===== src/rtl/dispatch_queue_pkg.sv =====
`default_nettype none
// ============================================================================
//  Module      : dispatch_queue_pkg
//  Description : Shared widths, ALU opcode enum and the dispatch-queue entry
//                layout used by rename, dispatch_queue and execution_buffer.
//  Revision    : 1.0  initial release
// ============================================================================
package dispatch_queue_pkg;

    // Machine geometry; these mirror the core-wide sizing of the ROB and
    // the destination/source register files.
    localparam int ROB_SIZE  = 16;
    localparam int NUM_D_REG = 8;
    localparam int NUM_S_REG = 8;

    localparam int ROB_AW = $clog2(ROB_SIZE);
    localparam int D_AW   = $clog2(NUM_D_REG);
    localparam int S_AW   = $clog2(NUM_S_REG);
    localparam int IMM_W  = 16;

    typedef logic [ROB_AW-1:0] rob_addr_t;

    typedef enum logic [2:0] {
        ALU_ADD  = 3'd0,
        ALU_SUB  = 3'd1,
        ALU_AND  = 3'd2,
        ALU_OR   = 3'd3,
        ALU_XOR  = 3'd4,
        ALU_SLL  = 3'd5,
        ALU_SRL  = 3'd6,
        ALU_NAND = 3'd7
    } AluOp;

    // One renamed ALU op as held in the queue and handed to the buffer.
    typedef struct packed {
        rob_addr_t         rob_addr;
        AluOp              alu_op;
        logic [IMM_W-1:0]  immdt;
        logic [S_AW-1:0]   ra_addr;
        logic              use_rt;
        logic [S_AW-1:0]   rt_addr;
        logic              write_dst;
        logic [D_AW-1:0]   rw_addr;
        logic [S_AW-1:0]   rs_addr;
    } dq_entry;

endpackage
`default_nettype wire


===== src/rtl/dispatch_queue_if.sv =====
`default_nettype none
// ============================================================================
//  Module      : dispatch_queue_if
//  Description : Valid + payload handshake carrying renamed ALU ops
//                (rename -> dispatch queue -> execution buffer).
//  Revision    : 1.0  initial release
// ============================================================================
interface dispatch_queue_if;
    import dispatch_queue_pkg::*;

    logic    valid;
    dq_entry data;

    // Producer side drives valid/data.
    modport master (output valid, output data);
    // Consumer side observes valid/data.
    modport slave  (input  valid, input  data);
endinterface
`default_nettype wire


===== src/rtl/dispatch_queue_rob_in_window.sv =====
`default_nettype none
// ============================================================================
//  Module      : rob_in_window
//  Description : Combinational check that a ROB address lies in the live
//                window [head, cp_tail) of the circular ROB. head == cp_tail
//                means the ROB is full, so every address is kept.
//  Revision    : 1.0  initial release
// ============================================================================
module rob_in_window
    import dispatch_queue_pkg::*;
(
    input  wire rob_addr_t addr,
    input  wire rob_addr_t cp_tail,
    input  wire rob_addr_t head,
    output logic           keep
);

    // Non-wrapped window is a plain range; otherwise it is the union of the
    // two pieces on either side of the wrap point.
    always_comb begin
        if (cp_tail > head)
            keep = (addr < cp_tail) && (addr >= head);
        else
            keep = (addr < cp_tail) || (addr >= head);
    end

endmodule
`default_nettype wire


===== src/rtl/dispatch_queue.sv =====
`default_nettype none
// ============================================================================
//  Module      : dispatch_queue
//  Description : In-order FIFO between rename and the ALU execution buffer.
//                Presents the oldest op whenever the buffer has space, stalls
//                rename when full, and on a ROB checkpoint restore drops the
//                youngest suffix of ops outside the restored ROB window.
//  Options     : DISPATCH_BYPASS_EN - when defined, an op arriving at an empty
//                queue with a ready buffer goes straight to eb (0 latency).
//  Revision    : 1.0  initial release
// ============================================================================
module dispatch_queue
    import dispatch_queue_pkg::*;
#(
    parameter int DEPTH = 4              // power of two, >= 2
)(
    input  wire                  clk,
    input  wire                  rst,
    dispatch_queue_if.slave      rn,
    output logic                 stall,
    dispatch_queue_if.master     eb,
    input  wire                  eb_full,
    input  wire                  rob_restore,
    input  wire rob_addr_t       rob_cp_tail,
    input  wire rob_addr_t       rob_head
);

    localparam int PTR_W = $clog2(DEPTH);
    localparam int CNT_W = PTR_W + 1;

    dq_entry            mem [DEPTH];
    logic [DEPTH-1:0]   mem_valid;
    logic [DEPTH-1:0]   valid_next;
    logic [PTR_W-1:0]   rd_ptr;
    logic [PTR_W-1:0]   wr_ptr;
    logic [CNT_W-1:0]   count;

    logic [DEPTH-1:0]   keep_vec;
    logic [DEPTH-1:0]   kill_vec;
    logic               head_keep;
    logic               head_killed;
    logic               q_valid;
    logic               bypass;
    logic               push;
    logic               pop;
    logic [CNT_W-1:0]   keep_len;

    // One window check per slot for the restore scan, plus one on the head.
    genvar gi;
    generate
        for (gi = 0; gi < DEPTH; gi++) begin : g_slot_keep
            rob_in_window u_slot_win (
                .addr    (mem[gi].rob_addr),
                .cp_tail (rob_cp_tail),
                .head    (rob_head),
                .keep    (keep_vec[gi])
            );
        end
    endgenerate

    rob_in_window u_head_win (
        .addr    (mem[rd_ptr].rob_addr),
        .cp_tail (rob_cp_tail),
        .head    (rob_head),
        .keep    (head_keep)
    );

    assign stall       = (count == CNT_W'(DEPTH));
    assign head_killed = rob_restore & ~head_keep;
    // Reset gates the output so nothing is dispatched during the reset cycle.
    assign q_valid     = (count != '0) & ~head_killed & ~rst;
    assign pop         = q_valid & ~eb_full;
    assign push        = rn.valid & ~stall & ~rob_restore & ~bypass;
    assign kill_vec    = mem_valid & ~keep_vec;

`ifdef DISPATCH_BYPASS_EN
    assign bypass  = (count == '0) & rn.valid & ~eb_full & ~rob_restore & ~rst;
    assign eb.valid = q_valid | bypass;
    assign eb.data  = bypass ? rn.data : mem[rd_ptr];
`else
    assign bypass  = 1'b0;
    assign eb.valid = q_valid;
    assign eb.data  = mem[rd_ptr];
`endif

    // Age-ordered scan from the head: the first out-of-window entry marks
    // the start of the killed suffix, so its offset is the surviving length.
    always_comb begin
        keep_len = count;
        for (int i = DEPTH - 1; i >= 0; i--) begin
            if ((CNT_W'(i) < count) && !keep_vec[rd_ptr + PTR_W'(i)])
                keep_len = CNT_W'(i);
        end
    end

    // Per-slot occupancy for the next cycle.
    always_comb begin
        valid_next = mem_valid;
        if (rob_restore)
            valid_next = valid_next & ~kill_vec;
        if (pop)
            valid_next[rd_ptr] = 1'b0;
        if (push)
            valid_next[wr_ptr] = 1'b1;
    end

    // Payload storage; only written on an accepted push.
    always_ff @(posedge clk) begin
        if (push)
            mem[wr_ptr] <= rn.data;
    end

    // Pointer/count control, including the restore truncation.
    always_ff @(posedge clk) begin
        if (rst) begin
            rd_ptr    <= '0;
            wr_ptr    <= '0;
            count     <= '0;
            mem_valid <= '0;
        end else begin
            mem_valid <= valid_next;
            if (rob_restore) begin
                wr_ptr <= rd_ptr + PTR_W'(keep_len);
                if (pop) begin
                    rd_ptr <= rd_ptr + 1'b1;
                    count  <= keep_len - 1'b1;
                end else begin
                    count  <= keep_len;
                end
            end else begin
                if (push)
                    wr_ptr <= wr_ptr + 1'b1;
                if (pop)
                    rd_ptr <= rd_ptr + 1'b1;
                count <= count + CNT_W'(push) - CNT_W'(pop);
            end
        end
    end

    // Occupancy sanity: never above DEPTH, never pop empty, never push full.
    a_count_max : assert property (@(posedge clk) disable iff (rst)
                                   count <= CNT_W'(DEPTH));
    a_no_underflow : assert property (@(posedge clk) disable iff (rst)
                                      pop |-> (count != '0));
    a_no_overflow : assert property (@(posedge clk) disable iff (rst)
                                     push |-> (count < CNT_W'(DEPTH)));
    a_head_valid : assert property (@(posedge clk) disable iff (rst)
                                    (count != '0) |-> mem_valid[rd_ptr]);

endmodule
`default_nettype wire


===== src/flat_wrapper.sv =====
// flat-port wrapper written by rule: the top's interface ports become plain ports
module dispatch_queue_flat import dispatch_queue_pkg::*;
#(
    parameter int DEPTH = 4                                   
)
  (clk, rst, stall, eb_full, rob_restore, rob_cp_tail, rob_head, rn_valid, rn_data, eb_valid, eb_data);
  dispatch_queue_if rn_i ();
  dispatch_queue_if eb_i ();
  input  wire clk;
  input  wire rst;
  output logic stall;
  input  wire eb_full;
  input  wire rob_restore;
  input  wire rob_addr_t rob_cp_tail;
  input  wire rob_addr_t rob_head;
  input wire logic [$bits(rn_i.valid)-1:0] rn_valid;
  input wire logic [$bits(rn_i.data)-1:0] rn_data;
  output wire logic [$bits(eb_i.valid)-1:0] eb_valid;
  output wire logic [$bits(eb_i.data)-1:0] eb_data;
  assign rn_i.valid = rn_valid;
  assign rn_i.data = rn_data;
  assign eb_valid = eb_i.valid;
  assign eb_data = eb_i.data;
  dispatch_queue #(.DEPTH(DEPTH)) u_core (.clk(clk), .rst(rst), .rn(rn_i), .stall(stall), .eb(eb_i), .eb_full(eb_full), .rob_restore(rob_restore), .rob_cp_tail(rob_cp_tail), .rob_head(rob_head));
endmodule

===== config.mk =====
export PLATFORM = sky130hd
export DESIGN_NAME = dispatch_queue_flat
export DESIGN_NICKNAME = d
export VERILOG_FILES = /design/src/rtl/dispatch_queue_pkg.sv /design/src/rtl/dispatch_queue_if.sv /design/src/rtl/dispatch_queue_rob_in_window.sv /design/src/rtl/dispatch_queue.sv /design/src/flat_wrapper.sv
export SDC_FILE = /design/constraint.sdc
export NUM_CORES = 1
export LEC_CHECK = 0
export CAP_MARGIN = 20
export CORE_ASPECT_RATIO = 2
export CORE_MARGIN = 3
export CORE_UTILIZATION = 50
export DETAILED_ROUTE_END_ITERATION = 16
export GPL_TIMING_DRIVEN = 0
export PLACE_DENSITY_LB_ADDON = 0.12
export REMOVE_ABC_BUFFERS = 1
export SETUP_SLACK_MARGIN = 0.15
export SLEW_MARGIN = 0
export SYNTH_ARGS = -nofsm -noshare
export SYNTH_HDL_FRONTEND = slang
export SYNTH_HIERARCHICAL = 1
export SYNTH_SLANG_ARGS = --single-unit

===== constraint.sdc =====
create_clock -name clk -period 8.3 [get_ports clk]
set_input_delay 1.66 -clock clk [delete_from_list [all_inputs] [get_ports clk]]
set_output_delay 1.66 -clock clk [all_outputs]
set_load 0.005 [all_outputs]

# Word level (Yosys, flattened, before mapping)
# Memory sizes are Yosys's and may differ from the RTL's. A register that Yosys moved wholly into a read port is not among the register bits.
# Index checks and enable logic that the tools add are counted.
totals:
  wordCells: 89
  memories: 1
  ramBits: 148
  out_inout_bits: 39
  inputBits: 50
  reg_bits: 7
mem_list:
  columns: ["memory", "depth", "width", "read_ports", "rd_ports_with_merged_regs", "wr", "line_no", "rtl"]
  rows:
  - ["u_core.mem", 4, 37, 5, 1, 1, "dispatch_queue.sv:31", "dq_entry mem [DEPTH];"]
classes:
  eq_ne: 1
  muxes: 25
  bitwise_logic: 12
  n_reduce_logical: 20
  magnitude_cmp: 19
  addsub: 8
op_table:
  columns: ["operator", "count"]
  rows:
  - ["4-bit >= comparator", 5]
  - ["4-bit less-than comparator", 5]
  - ["3-bit 2-to-1 mux", 6]
  - ["2-bit by 3-bit less-than comparator with 1-bit output (second input constant)", 4]
  - ["1-bit 2-to-1 mux", 11]
  - ["1-bit logical AND", 9]
  - ["1-bit binary-select mux with 2-bit select", 4]
  - ["2-bit 2-to-1 mux", 4]
  - ["1-bit bitwise AND", 6]
  - ["1-bit by 3-bit less-than comparator with 1-bit output (first input constant)", 2]
  - ["2-bit by 3-bit less-than comparator with 1-bit output (first input constant)", 2]
  - ["1-bit inverter", 6]
  - ["1-bit logical OR", 5]
  - ["2-bit by 1-bit adder with 2-bit output (second input constant)", 2]
  - ["2-bit adder (second input constant)", 2]
  - ["4-bit greater-than comparator", 1]
  - ["1-bit logical NOT", 4]
  - ["3-bit by 1-bit adder with 3-bit output", 1]
  - ["3-bit equality test (second input constant)", 1]
  - ["3-bit nonzero test", 1]
  - ["3-bit by 1-bit subtractor with 3-bit output", 1]
  - ["3-bit by 1-bit subtractor with 3-bit output (second input constant)", 1]
  - ["2-bit adder", 1]
  - ["2-bit nonzero test", 1]

# Logic depth before layout (Yosys ltp)
# An unclocked memory read counts as a cell.
depth:
  depth_word: 15
  ltp_mapped: 18
  ltp_nobuf: 16

# Cells and area by module
# Netlist, hierarchy kept.
modules_own_cells:
  columns: ["mod", "seq_area_each_um2", "cells_each", "instances", "area_each_um2"]
  rows:
  - ["dispatch_queue", 4624.4, 291, 1, 6190.9]
  - ["rob_in_window (u_core.g_slot_keep[1].u_slot_win ...)", 0.0, 35, 4, 265.3]
  - ["rob_in_window (u_core.g_slot_keep[0].u_slot_win)", 0.0, 35, 1, 280.3]

# Worst setup path before layout
# No wires, ideal clock.
synth_timing:
  path_type: "input to register"
  start: "input port rob_head[1]"
  end: "register u_core.wr_ptr[1]"
  path_slack_ns: 3.701
  path_buffers: 0
  path_stages: 15
  setup_ns: 0.096
  t_required_ns: 8.204
  t_arrival_ns: 4.503
  path_cell_list: "inv_1 > ha_1 > nor2b_1 > o211ai_1 > o2bb2ai_1 > maj3_1 > mux2_4 > or4_4 > a21oi_4 > a211o_1 > inv_1 > ha_1 > xor2_1 > and3_1 > o41ai_2"
synth_between:
  elab_chain_cells: 13
  elab_cells_between_ends: 39
  classes_between: "add/sub: 1; order compare: 5; mux: 17; reduce/logical: 16"
synth_rtl:
  columns: ["element", "line_no", "rtl"]
  rows:
  - ["from (decl)", "flat_wrapper.sv:15", "input wire rob_addr_t rob_head;"]
  - ["4-bit >= comparator", "dispatch_queue_rob_in_window.sv:22, dispatch_queue_rob_in_window.sv:24", null]
  - ["1-bit logical OR / 1-bit logical AND (equally long branches)", "dispatch_queue_rob_in_window.sv:24, dispatch_queue_rob_in_window.sv:22", null]
  - ["1-bit 2-to-1 mux (*)", "dispatch_queue_rob_in_window.sv:21", "if (cp_tail > head)"]
  - ["via u_core.keep_vec[2]", "dispatch_queue.sv:38", "logic [DEPTH-1:0] keep_vec;"]
  - ["1-bit binary-select mux with 2-bit select", "dispatch_queue.sv:91", "if ((CNT_W'(i) < count) && !keep_vec[rd_ptr + PTR_W'(i)])"]
  - ["1-bit 2-to-1 mux (not written as such)", "dispatch_queue.sv:91", null]
  - ["1-bit logical NOT", "dispatch_queue.sv:91", null]
  - ["1-bit logical AND", "dispatch_queue.sv:91", null]
  - ["3-bit 2-to-1 mux (3 in series)", "dispatch_queue.sv:91", null]
  - ["3-bit 2-to-1 mux (*)", "dispatch_queue.sv:91", null]
  - ["2-bit adder (*)", "dispatch_queue.sv:123", "wr_ptr <= rd_ptr + PTR_W'(keep_len);"]
  - ["2-bit 2-to-1 mux (*)", "dispatch_queue.sv:122", "if (rob_restore) begin"]
  - ["to (signal assigned)", "dispatch_queue.sv:123", null]
  - ["to (signal assigned)", "dispatch_queue.sv:132", "wr_ptr <= wr_ptr + 1'b1;"]
  - ["to (decl)", "dispatch_queue.sv:35", "logic [PTR_W-1:0] wr_ptr;"]
# The timed path passes the listed nets; every way through them passes the cells marked *. The select of a mux whose other input is x is not followed.
# A chain may end at the register's enable or synchronous reset.

# Worst setup path in the final report
layout_timing:
  start: "input port rob_head[0]"
  end: "output port eb_valid"
layout_between:
  elab_chain_cells: 8
  elab_cells_between_ends: 10
  classes_between: "order compare: 2; mux: 1; bitwise: 5; reduce/logical: 2"
layout_rtl:
  columns: ["element", "line_no", "rtl"]
  rows:
  - ["4-bit >= comparator", "dispatch_queue_rob_in_window.sv:22, dispatch_queue_rob_in_window.sv:24", null]
  - ["1-bit logical OR / 1-bit logical AND (equally long branches)", "dispatch_queue_rob_in_window.sv:24, dispatch_queue_rob_in_window.sv:22", null]
  - ["1-bit 2-to-1 mux (*)", "dispatch_queue_rob_in_window.sv:21", null]
  - ["via u_core.head_keep", "dispatch_queue.sv:40", "logic head_keep;"]
  - ["1-bit inverter (*)", "dispatch_queue.sv:69", "assign head_killed = rob_restore & ~head_keep;"]
  - ["1-bit bitwise AND (*)", "dispatch_queue.sv:69", null]
  - ["1-bit inverter (*)", "dispatch_queue.sv:71", "assign q_valid = (count != '0) & ~head_killed & ~rst;"]
  - ["1-bit bitwise AND (*) (2 in series)", "dispatch_queue.sv:71", null]
  - ["to (decl)", "flat_wrapper.sv:18", "output wire logic [$bits(eb_i.valid)-1:0] eb_valid;"]
# The timed path passes the listed nets; every way through them passes the cells marked *.

==> summary.md <==
| Metric | Value |
|---|---|
| Largest cells by area after synthesis | `edfxtp_1 59%, mux4_2 11%, ha_1 11%` |
| Largest family of logic cells by synthesized area | `multiplexers` |
| Final Setup Violations | `0` |
| Unrepaired setup endpoints after global routing | `false` |
| Total Wirelength | `15060 um` |
| Total Nets Final | `681` |
| Worst hold path startpoint | `u_core/count[2]` |
| Die Wd | `92.79 um` |
| First-pass GRT wire length | `24710 um` |
| Crit start category | `primary input` |
| Post-synth top area cell | `edfxtp_1` |
| Dominant cell by count in the synthesized netlist | `edfxtp_1` |
| Max-slew violation count | `0` |
| Hold Crit Endpoint | `u_core/count[2]` |
| Share of cells above drive strength 1 | `16.09%` |
| WL/cell | `19.56 um` |
| Final std cells w/o fill | `770` |
| Fill cells | `1115` |
| Sequential share of power | `44.4%` |
| Synth Cell Area | `7532 um^2` |
| Slew @ Worst Pin | `0.7705 ns` |
| Post-synthesis simple-gate area fraction | `5.083%` |
| DP Cell Count | `739` |
| CP max FO | `10` |
| Fmax | `164.9 MHz` |
| # DRC | `0` |
| Global placement routability congestion | `0.8393` |
| Via count | `4313` |
| DR vias/cell | `5.601` |
| Adder-Cell Fraction of Synth Area | `11.58%` |
| Worst hold path type | `register to register` |
| Setup CP Type | `primary input to output port` |
| DR pass1 iterations | `4` |
| Comb power frac | `16.2%` |
| Power, Total | `2.119 mW` |
| Leakage | `3.392 nW` |
| Dpl hpwl | `10380 um` |
| P_sw | `0.5046 mW` |
| Max-cap violation count | `0` |
| Util after Layout | `64.20%` |
| Std-Cell Rows | `62` |
| Power Dens Cells | `226.3 nW/um^2` |
| Status | `finished clean` |
| Top-area cell type share of the netlist area | `59.00%` |
| Sw frac | `23.82%` |
| Post-synthesis mux area share | `12.26%` |
| Initial Util | `51.65%` |
| Yosys reg bits | `157` |
| Min Tclk post-route | `6.063 ns` |
| Area Growth Syn to Fin | `24.30%` |
| Post-synth EDFFs | `148` |
| Clock transition at the registers of the reported paths | `0.06 ns` |
| Die ar. | `16660 um^2` |
| GRT Util Overall | `19.47%` |
| Clk pwr share | `39.4%` |
| Clk buf depth | `2` |
| Worst r2r dst | `u_core/count[2]` |
| Asr flop ratio synth | `0%` |
| Worst vdd ir | `0.0001730 V` |
| Die Y | `179.6 um` |
| CP Data Arrival Time | `4.40 ns` |
| Worst Skew | `0.008452 ns` |
| Worst skew pair latency | `0.40 ns` |
| # resized after CTS | `0` |
| Period utilization | `73.05%` |
| XOR/XNOR Fraction of Synth Area | `0.5814%` |
| Top Ports | `89` |
| WHS | `0.6029 ns` |
| Core Region | `14580 um^2` |
| Antenna violations before repair | `0` |
| Final hold vios | `0` |
| Synth cell count leaders | `148 x edfxtp_1, 64 x ha_1, 46 x inv_1` |
| R2R Setup Slk | `3.93 ns` |
| Post-CTS Setup Bufs | `0` |
| Relative slew slack | `48.63%` |
| Pint | `1.614 mW` |
| Detail Route Antenna Nets | `0` |
| Top_reg_cell synth | `edfxtp_1` |
| # clock sinks | `157` |
| Critical path endpoint category | `output port` |
| Synth cell types | `49` |
| Ys Warns | `6` |
| Seq/Total Area, Yosys | `61.40%` |
| CTS tree | `yes` |
| H-tree levels | `4` |
| CTS Root Cell | `clkbuf_16` |
| Overflow after GRT | `0` |
| Cells after synthesis | `466` |
| CTS Buf Count | `17` |
| WP data required | `6.64 ns` |
| Total Neg Setup Slack | `0 ns` |
| CTS Hold Bufs | `0` |
| Port Buffers | `88` |
| Compound-Gate Fraction of Synth Area | `6.063%` |
| Syn Area/Cell | `16.16 um^2` |
| DRT iter0 DRCs | `136` |
| Number of global-route vias before repair | `4770` |
| Diodes inserted | `0` |
| Hold depth | `2` |
| Largest net degree at the start of global routing | `38` |
| R2r worst-path depth | `16` |
through the flow:
step	area, um^2	worst slack [ns]
floorplan	7476	3.084
global placement	8597	1.732
detailed placement	8715	2.264
CTS	9363	2.248
global route	9363	2.117
finish	9363	2.237
critical path, cell delays in order:
cell and delay [ns]:
clkdlybuf4s50_1 0.83, ha_1 0.34, nand2b_1 0.14, a21oi_1 0.15, o21ai_0 0.11, maj3_1 0.41
nor2b_1 0.23, nor3_1 0.07, clkdlybuf4s50_1 0.46
worst max-delay path by stage:
stage	start	to	slack, ns	cells past startpoint
final	rob_head[0]	eb_valid	2.24	9
after global routing	rob_head[0]	eb_valid	2.12	9
after CTS	rob_head[0]	eb_valid	2.25	9
after detailed placement	rob_head[0]	eb_valid	2.26	9
after global placement	register	eb_valid	1.73	10
after floorplan	register	eb_valid	3.08	9
state kept, by name, summed over array words and instances (netlist names), named ones only:
signal and count:
u_core/mem 148, u_core/count 3, u_core/rd_ptr 2, u_core/wr_ptr 2
power by group through the flow:
| stage | Sequential, mW | Clock [mW] | Combinational, mW |
|---|---|---|---|
| after global placement | 0.961 | 0 | 0.331 |
| after global routing | 0.948 | 0.887 | 0.380 |
| after floorplan | 0.951 | 0 | 0.196 |
| after CTS | 0.943 | 0.855 | 0.349 |
| final | 0.941 | 0.834 | 0.344 |
| after detailed placement | 0.960 | 0 | 0.346 |
per-layer routing:
layer	share of wire, %	up-vias	track usage, %
met5	0	-	0
met3	4.0	22	4.142
met2	56	101	34.99
li1	-	2001	-
met1	37	2189	21.98
met4	2.6	0	8.045
cells in the final DEF (no fill, tap or decap), drive strengths merged, types with 10 or more instances in the layout:
master         instances
nor2                  10
edfxtp               148
a21oi                 24
mux4                  38
clkbuf                17
inv                   54
nand2b                13
nand2                 22
ha                    64
clkdlybuf4s50         88
cell type report:
cell class	instances	area [um^2]	share of cell area, %
Clock inverter	14	222.7	2.379
Inverter	46	172.7	1.844
Clock buffer	17	425.4	4.544
Sequential cell	157	4629	49.45
Tap cell	192	240.2	2.566
Timing Repair Buffer	93	988.4	10.56
Multi-Input combinational cell	251	2684	28.66
logic make-up (layout without fill, tap and decap cells):
kind of cell,after synthesis,in the layout
fa+ha+maj,70,70
mux,44,44
buf+inv,58,170
compound gates,62,62
simple gates,70,70
xor+xnor,5,5
flops,157,157
No activity file was read; power rests on OpenSTA's default activity.
